$ cat src/rtl/multi_region_dma_guard.sv
// Multi-region DMA/IRQ kill monitor: holds the core in reset after an illegal
// DMA or interrupt interaction with any protected region, with a minimum hold time.
module multi_region_dma_guard #(
   parameter int                    N_REG         = 2,
   parameter logic [16*N_REG-1:0]   REG_BASE      = {16'h6000, 16'hA100},
   parameter logic [16*N_REG-1:0]   REG_LAST      = {16'h6FFE, 16'hBFFE},
   parameter logic [N_REG-1:0]      REG_DMA_CHK   = 2'b10,
   parameter logic [15:0]           RESET_HANDLER = 16'h0000,
   parameter int                    MIN_KILL      = 4,
   parameter int                    CNT_W         = 8
) (
   input  logic             clk,
   input  logic             rst_n,
   input  logic [15:0]      pc,
   input  logic [15:0]      dma_addr,
   input  logic             dma_en,
   input  logic             irq,
   input  logic             clr_cnt,
   output logic             reset,
   output logic             viol,
   output logic [1:0]       viol_cause,
   output logic [N_REG-1:0] viol_region,
   output logic [CNT_W-1:0] viol_cnt
);

   localparam int KW = $clog2(MIN_KILL + 1);

   typedef enum logic {
      ST_KILL = 1'b0,
      ST_RUN  = 1'b1
   } state_t;

   // FSM state and hold counter travel together so a checker can bind to one signal.
   typedef struct packed {
      state_t        state;
      logic [KW-1:0] kill_cnt;
   } fsm_t;

   fsm_t             fsm_q, fsm_d;
   logic             reset_q, reset_d;
   logic             viol_q, viol_d;
   logic [1:0]       cause_q, cause_d;
   logic [N_REG-1:0] region_q, region_d;
   logic [CNT_W-1:0] cnt_q, cnt_d;

   logic [N_REG-1:0] in_reg;
   logic [N_REG-1:0] dma_hit;
   logic [N_REG-1:0] pc_hit;
   logic             invalid;
   logic [1:0]       cause_c;
   logic             inc;

   always_comb begin
      in_reg  = '0;
      dma_hit = '0;
      for (int i = 0; i < N_REG; i++) begin
         in_reg[i]  = (pc >= REG_BASE[16*i +: 16]) && (pc <= REG_LAST[16*i +: 16]);
         dma_hit[i] = dma_en && REG_DMA_CHK[i] &&
                      (dma_addr >= REG_BASE[16*i +: 16]) && (dma_addr <= REG_LAST[16*i +: 16]);
      end
      pc_hit  = in_reg & {N_REG{dma_en | irq}};
      invalid = (|pc_hit) | (|dma_hit);
      if (|dma_hit)
         cause_c = 2'b11;
      else if ((|in_reg) && dma_en)
         cause_c = 2'b01;
      else
         cause_c = 2'b10;
   end

   // viol is a single-cycle strobe with no back-pressure; every other output is
   // level-valid on every cycle and changes only on a clock edge.
   always_comb begin
      fsm_d    = fsm_q;
      reset_d  = reset_q;
      viol_d   = 1'b0;
      cause_d  = cause_q;
      region_d = region_q;
      inc      = 1'b0;
      case (fsm_q.state)
         ST_RUN: begin
            if (invalid) begin
               fsm_d.state    = ST_KILL;
               fsm_d.kill_cnt = '0;
               reset_d        = 1'b1;
               viol_d         = 1'b1;
               cause_d        = cause_c;
               region_d       = pc_hit | dma_hit;
               inc            = 1'b1;
            end else begin
               reset_d = 1'b0;
            end
         end
         default: begin
            reset_d = 1'b1;
            if (invalid) begin
               fsm_d.kill_cnt = '0;
            end else if (fsm_q.kill_cnt == KW'(MIN_KILL) && pc == RESET_HANDLER) begin
               fsm_d.state = ST_RUN;
               reset_d     = 1'b0;
            end else if (fsm_q.kill_cnt != KW'(MIN_KILL)) begin
               fsm_d.kill_cnt = fsm_q.kill_cnt + KW'(1);
            end
         end
      endcase
   end

   // A clear coinciding with a new violation still records that violation.
   always_comb begin
      cnt_d = cnt_q;
      if (clr_cnt)
         cnt_d = inc ? CNT_W'(1) : '0;
      else if (inc && !(&cnt_q))
         cnt_d = cnt_q + CNT_W'(1);
   end

   always_ff @(posedge clk or negedge rst_n) begin
      if (!rst_n) begin
         fsm_q.state    <= ST_KILL;
         fsm_q.kill_cnt <= '0;
         reset_q        <= 1'b1;
         viol_q         <= 1'b0;
         cause_q        <= 2'b00;
         region_q       <= '0;
         cnt_q          <= '0;
      end else begin
         fsm_q    <= fsm_d;
         reset_q  <= reset_d;
         viol_q   <= viol_d;
         cause_q  <= cause_d;
         region_q <= region_d;
         cnt_q    <= cnt_d;
      end
   end

   assign reset       = reset_q;
   assign viol        = viol_q;
   assign viol_cause  = cause_q;
   assign viol_region = region_q;
   assign viol_cnt    = cnt_q;

endmodule

$ cat config.mk
export PLATFORM = sky130hd
export DESIGN_NAME = multi_region_dma_guard
export DESIGN_NICKNAME = d
export VERILOG_FILES = /design/src/rtl/multi_region_dma_guard.sv
export SDC_FILE = /design/constraint.sdc
export NUM_CORES = 1
export LEC_CHECK = 0
export CAP_MARGIN = 20
export CORE_MARGIN = 2
export CORE_UTILIZATION = 41
export CTS_CLUSTER_DIAMETER = 30
export CTS_CLUSTER_SIZE = 40
export DETAILED_ROUTE_END_ITERATION = 12
export MAX_ROUTING_LAYER = met4
export PLACE_DENSITY = 0.81
export RECOVER_POWER = 25
export SLEW_MARGIN = 10
export SYNTH_ARGS = -nofsm -noshare
export SYNTH_HDL_FRONTEND = slang
export SYNTH_SLANG_ARGS = --single-unit
$ cat constraint.sdc
create_clock -name clk -period 2.35 [get_ports clk]
set_input_delay 0.235 -clock clk [delete_from_list [all_inputs] [get_ports clk]]
set_output_delay 0.235 -clock clk [all_outputs]
set_load 0.01 [all_outputs]
==> impl_metrics.yaml <==
sta:
  relSlewSlack_pct: 48.6
  setup_tns_ns: 0
  layout_worst_path_cycle_share_pct: 84.0
  hold_ws_ns: 0.451
  hold_violations: 0
  worstMarginPinSlew_ns: 0.768
  period_needed_ns: 1.97
  fmaxAchievable_ghz: 0.506
  rsz0062_at_grt: "false"
  maxSlewViolCount: 0
  setup-violations-final: 0
  skew_ns: 0.00316
setup_path:
  reg2regPathDepth: 6
  reg2reg_setup_slack_ns: 0.38
  r2r_start: "viol_cnt[0]"
  end_kind: "register"
  cp_data_required_time_ns: 2.57
  startpoint_type: "register"
  worst_ep_arrival_time_ns: 2.19
  r2r-end: "viol_cnt[5]"
  path_class: "reg -> reg"
  critPathMaxFanout: 9
yosys:
  synth.avg_cell_area_um2: 9.20
  synth_edf_count: 0
  synth_cell_types: 39
  ys_seq_area_share_pct: 40.6
  yosysMostFrequentCell: "dfrtp_1"
  yosysTopAreaCell: "dfrtp_1"
  synth.top_cell.area_share_pct: 38.2
  synthTopCellsByCount: "dfrtp_1 (17), nor2_1 (14), nand2_1 (9)"
  synth_nets: 161
  ys_ff_latch: 18
  netlist_area_mm2: 0.00111
  synthTopCellsByArea: "dfrtp_1 (38%), nor2_1 (4.7%), nand4_1 (4.5%), a21oi_1 (3.6%), ha_1 (3.4%)"
  netlist_instances: 121
  ys_warn_count: 0
  synth_flop_cell: "dfrtp_1"
  async_flop_share_pct: 100
finish:
  antennaDiodeCount: 0
  nFillCells: 231
  fin_nets: 214
  areaGrowthSynthToFinish_pct: 49.6
  drive_gt1_share_pct: 9.25
  stdcell_area_mm2: 0.00167
route:
  vias: 1124
  firstDrtPassIters: 4
  first_iter_violations: 10
  drcViolationCount: 0
  viasPerCell: 5.54
  drt-total-wl_mm: 2.53
  ant_nets: 0
  avgRoutedWirePerCell_um: 12.5
clocking:
  tritoncts: "built"
  cts-root-buf: "clkbuf_4"
  ctsHtreeMaxLevel: 1
  cts_buffers: 3
  cts_sinks: 18
  ctsHoldBuffers: 0
  clk_latency_ns: 0.29
  post_cts_buffers: 0
  cts_max_path_buffers: 2
  cts.repair.resized: 0
  clkTransAtPathRegs_ns: 0.10
placement:
  place.gp.congestion: 0.711
  hpwl_mm: 2.16
  port_buffers: 50
  placed_area_mm2: 0.00163
die:
  start_util_pct: 44.1
  die_h_um: 56.1
  io_pins: 51
  die_w_um: 56.1
  core.rowCount: 18
  core_area_mm2: 0.00252
  die_area_mm2: 0.00315
grt:
  grt_pass1_vias: 1034
  grt_overflow_total: 0
  grt_pass1_wl_mm: 4.22
  grt_max_degree: 19
  grt_use_total_pct: 16.8
  antenna_found_initial: 0
flow_run:
  drv_cap: 0
pwr:
  vdd_drop_max_mv: 0.315
  power.total_mw: 0.755
  powerDensity_mw_per_mm2: 453
  p_leak_nw: 0.680
run_status:
  status: "completed"
hold_path:
  hold_path_class: "in -> async"
placed cells by master (no fill, tap or decap), types with 2 or more instances in the layout:
cell	n
a21oi_1	8
and3_1	4
buf_4	2
clkbuf_4	3
clkdlybuf4s50_1	49
dfrtp_1	17
ha_1	3
inv_1	8
nand2_1	9
nand2b_1	2
nand3_1	2
nand4_1	8
nor2_1	14
nor2_2	2
nor3_1	5
nor4_1	4
nor4bb_1	2
o21ai_0	3
o31ai_1	5
or4_1	2
cell families after synthesis:
family	count (synthesis)	synth area share [%]
compound gates	22	13.7
xor+xnor	1	0.787
fa+ha+maj	3	3.37
buf+inv	12	6.07
flops	18	40.6
mux	2	1.91
simple gates	63	33.6
layout make-up:
| cell class | instances | area (um^2) | share of cell area, % |
|---|---|---|---|
| sequential | 18 | 452 | 27.1 |
| timing repair buffer | 52 | 515 | 31.0 |
| inverter | 8 | 30.0 | 1.80 |
| multi-input combinational | 91 | 594 | 35.7 |
| clock buffer | 4 | 36.3 | 2.18 |
| tap | 30 | 37.5 | 2.25 |
registers in the layout, summed over array words and instances, names as in the netlist:
| signal | flops |
|---|---|
| viol_cnt | 8 |
| fsm_q | 4 |
| viol_cause | 2 |
| viol_region | 2 |
| reset | 1 |
| viol | 1 |
metrics by stage:
step / cells / utilization [%] / setup WS (ns)
after global routing: 203 / 66.0 / 0.244
final: 203 / 66.0 / 0.375
after global placement: 199 / 64.6 / 0.0976
after floorplan: 121 / - / 0.470
after CTS: 203 / 66.0 / 0.369
after detailed placement: 199 / 64.6 / 0.0810
power by group:
group          switching [mW]  total (mW)  internal (mW)
Sequential             0.0245       0.363          0.338
Combinational          0.0891       0.205          0.116
Clock                  0.0925       0.187         0.0944
per-layer routing:
metal / GRT usage, % / part of all wire, % / up-vias
met5: - / 0 / -
met3: 2.33 / 7.4 / 2
met4: 4.08 / 0.95 / 0
li1: - / - / 551
met2: 31.1 / 50 / 47
met1: 19.0 / 42 / 524
how the worst max path moves through the flow:
stage | from | endpoint | slack [ns] | depth (start not counted)
after floorplan | viol_cnt[0] | viol_cnt[5] | 0.47 | 7
after global placement | pc[10] | viol_cnt[3] | 0.1 | 7
after detailed placement | pc[10] | viol_cnt[3] | 0.08 | 7
after CTS | viol_cnt[0] | viol_cnt[5] | 0.37 | 6
after global routing | viol_cnt[0] | viol_cnt[5] | 0.24 | 6
final | viol_cnt[0] | viol_cnt[5] | 0.38 | 6
critical path, cell delays in order (launching register included):
cell and delay (ns):
dfrtp_1 0.44, ha_1 0.25, and3_1 0.19, and3_1 0.27
nor2_1 0.16, or4b_1 0.44, a21oi_1 0.15
(Power assumes the default switching activity.)
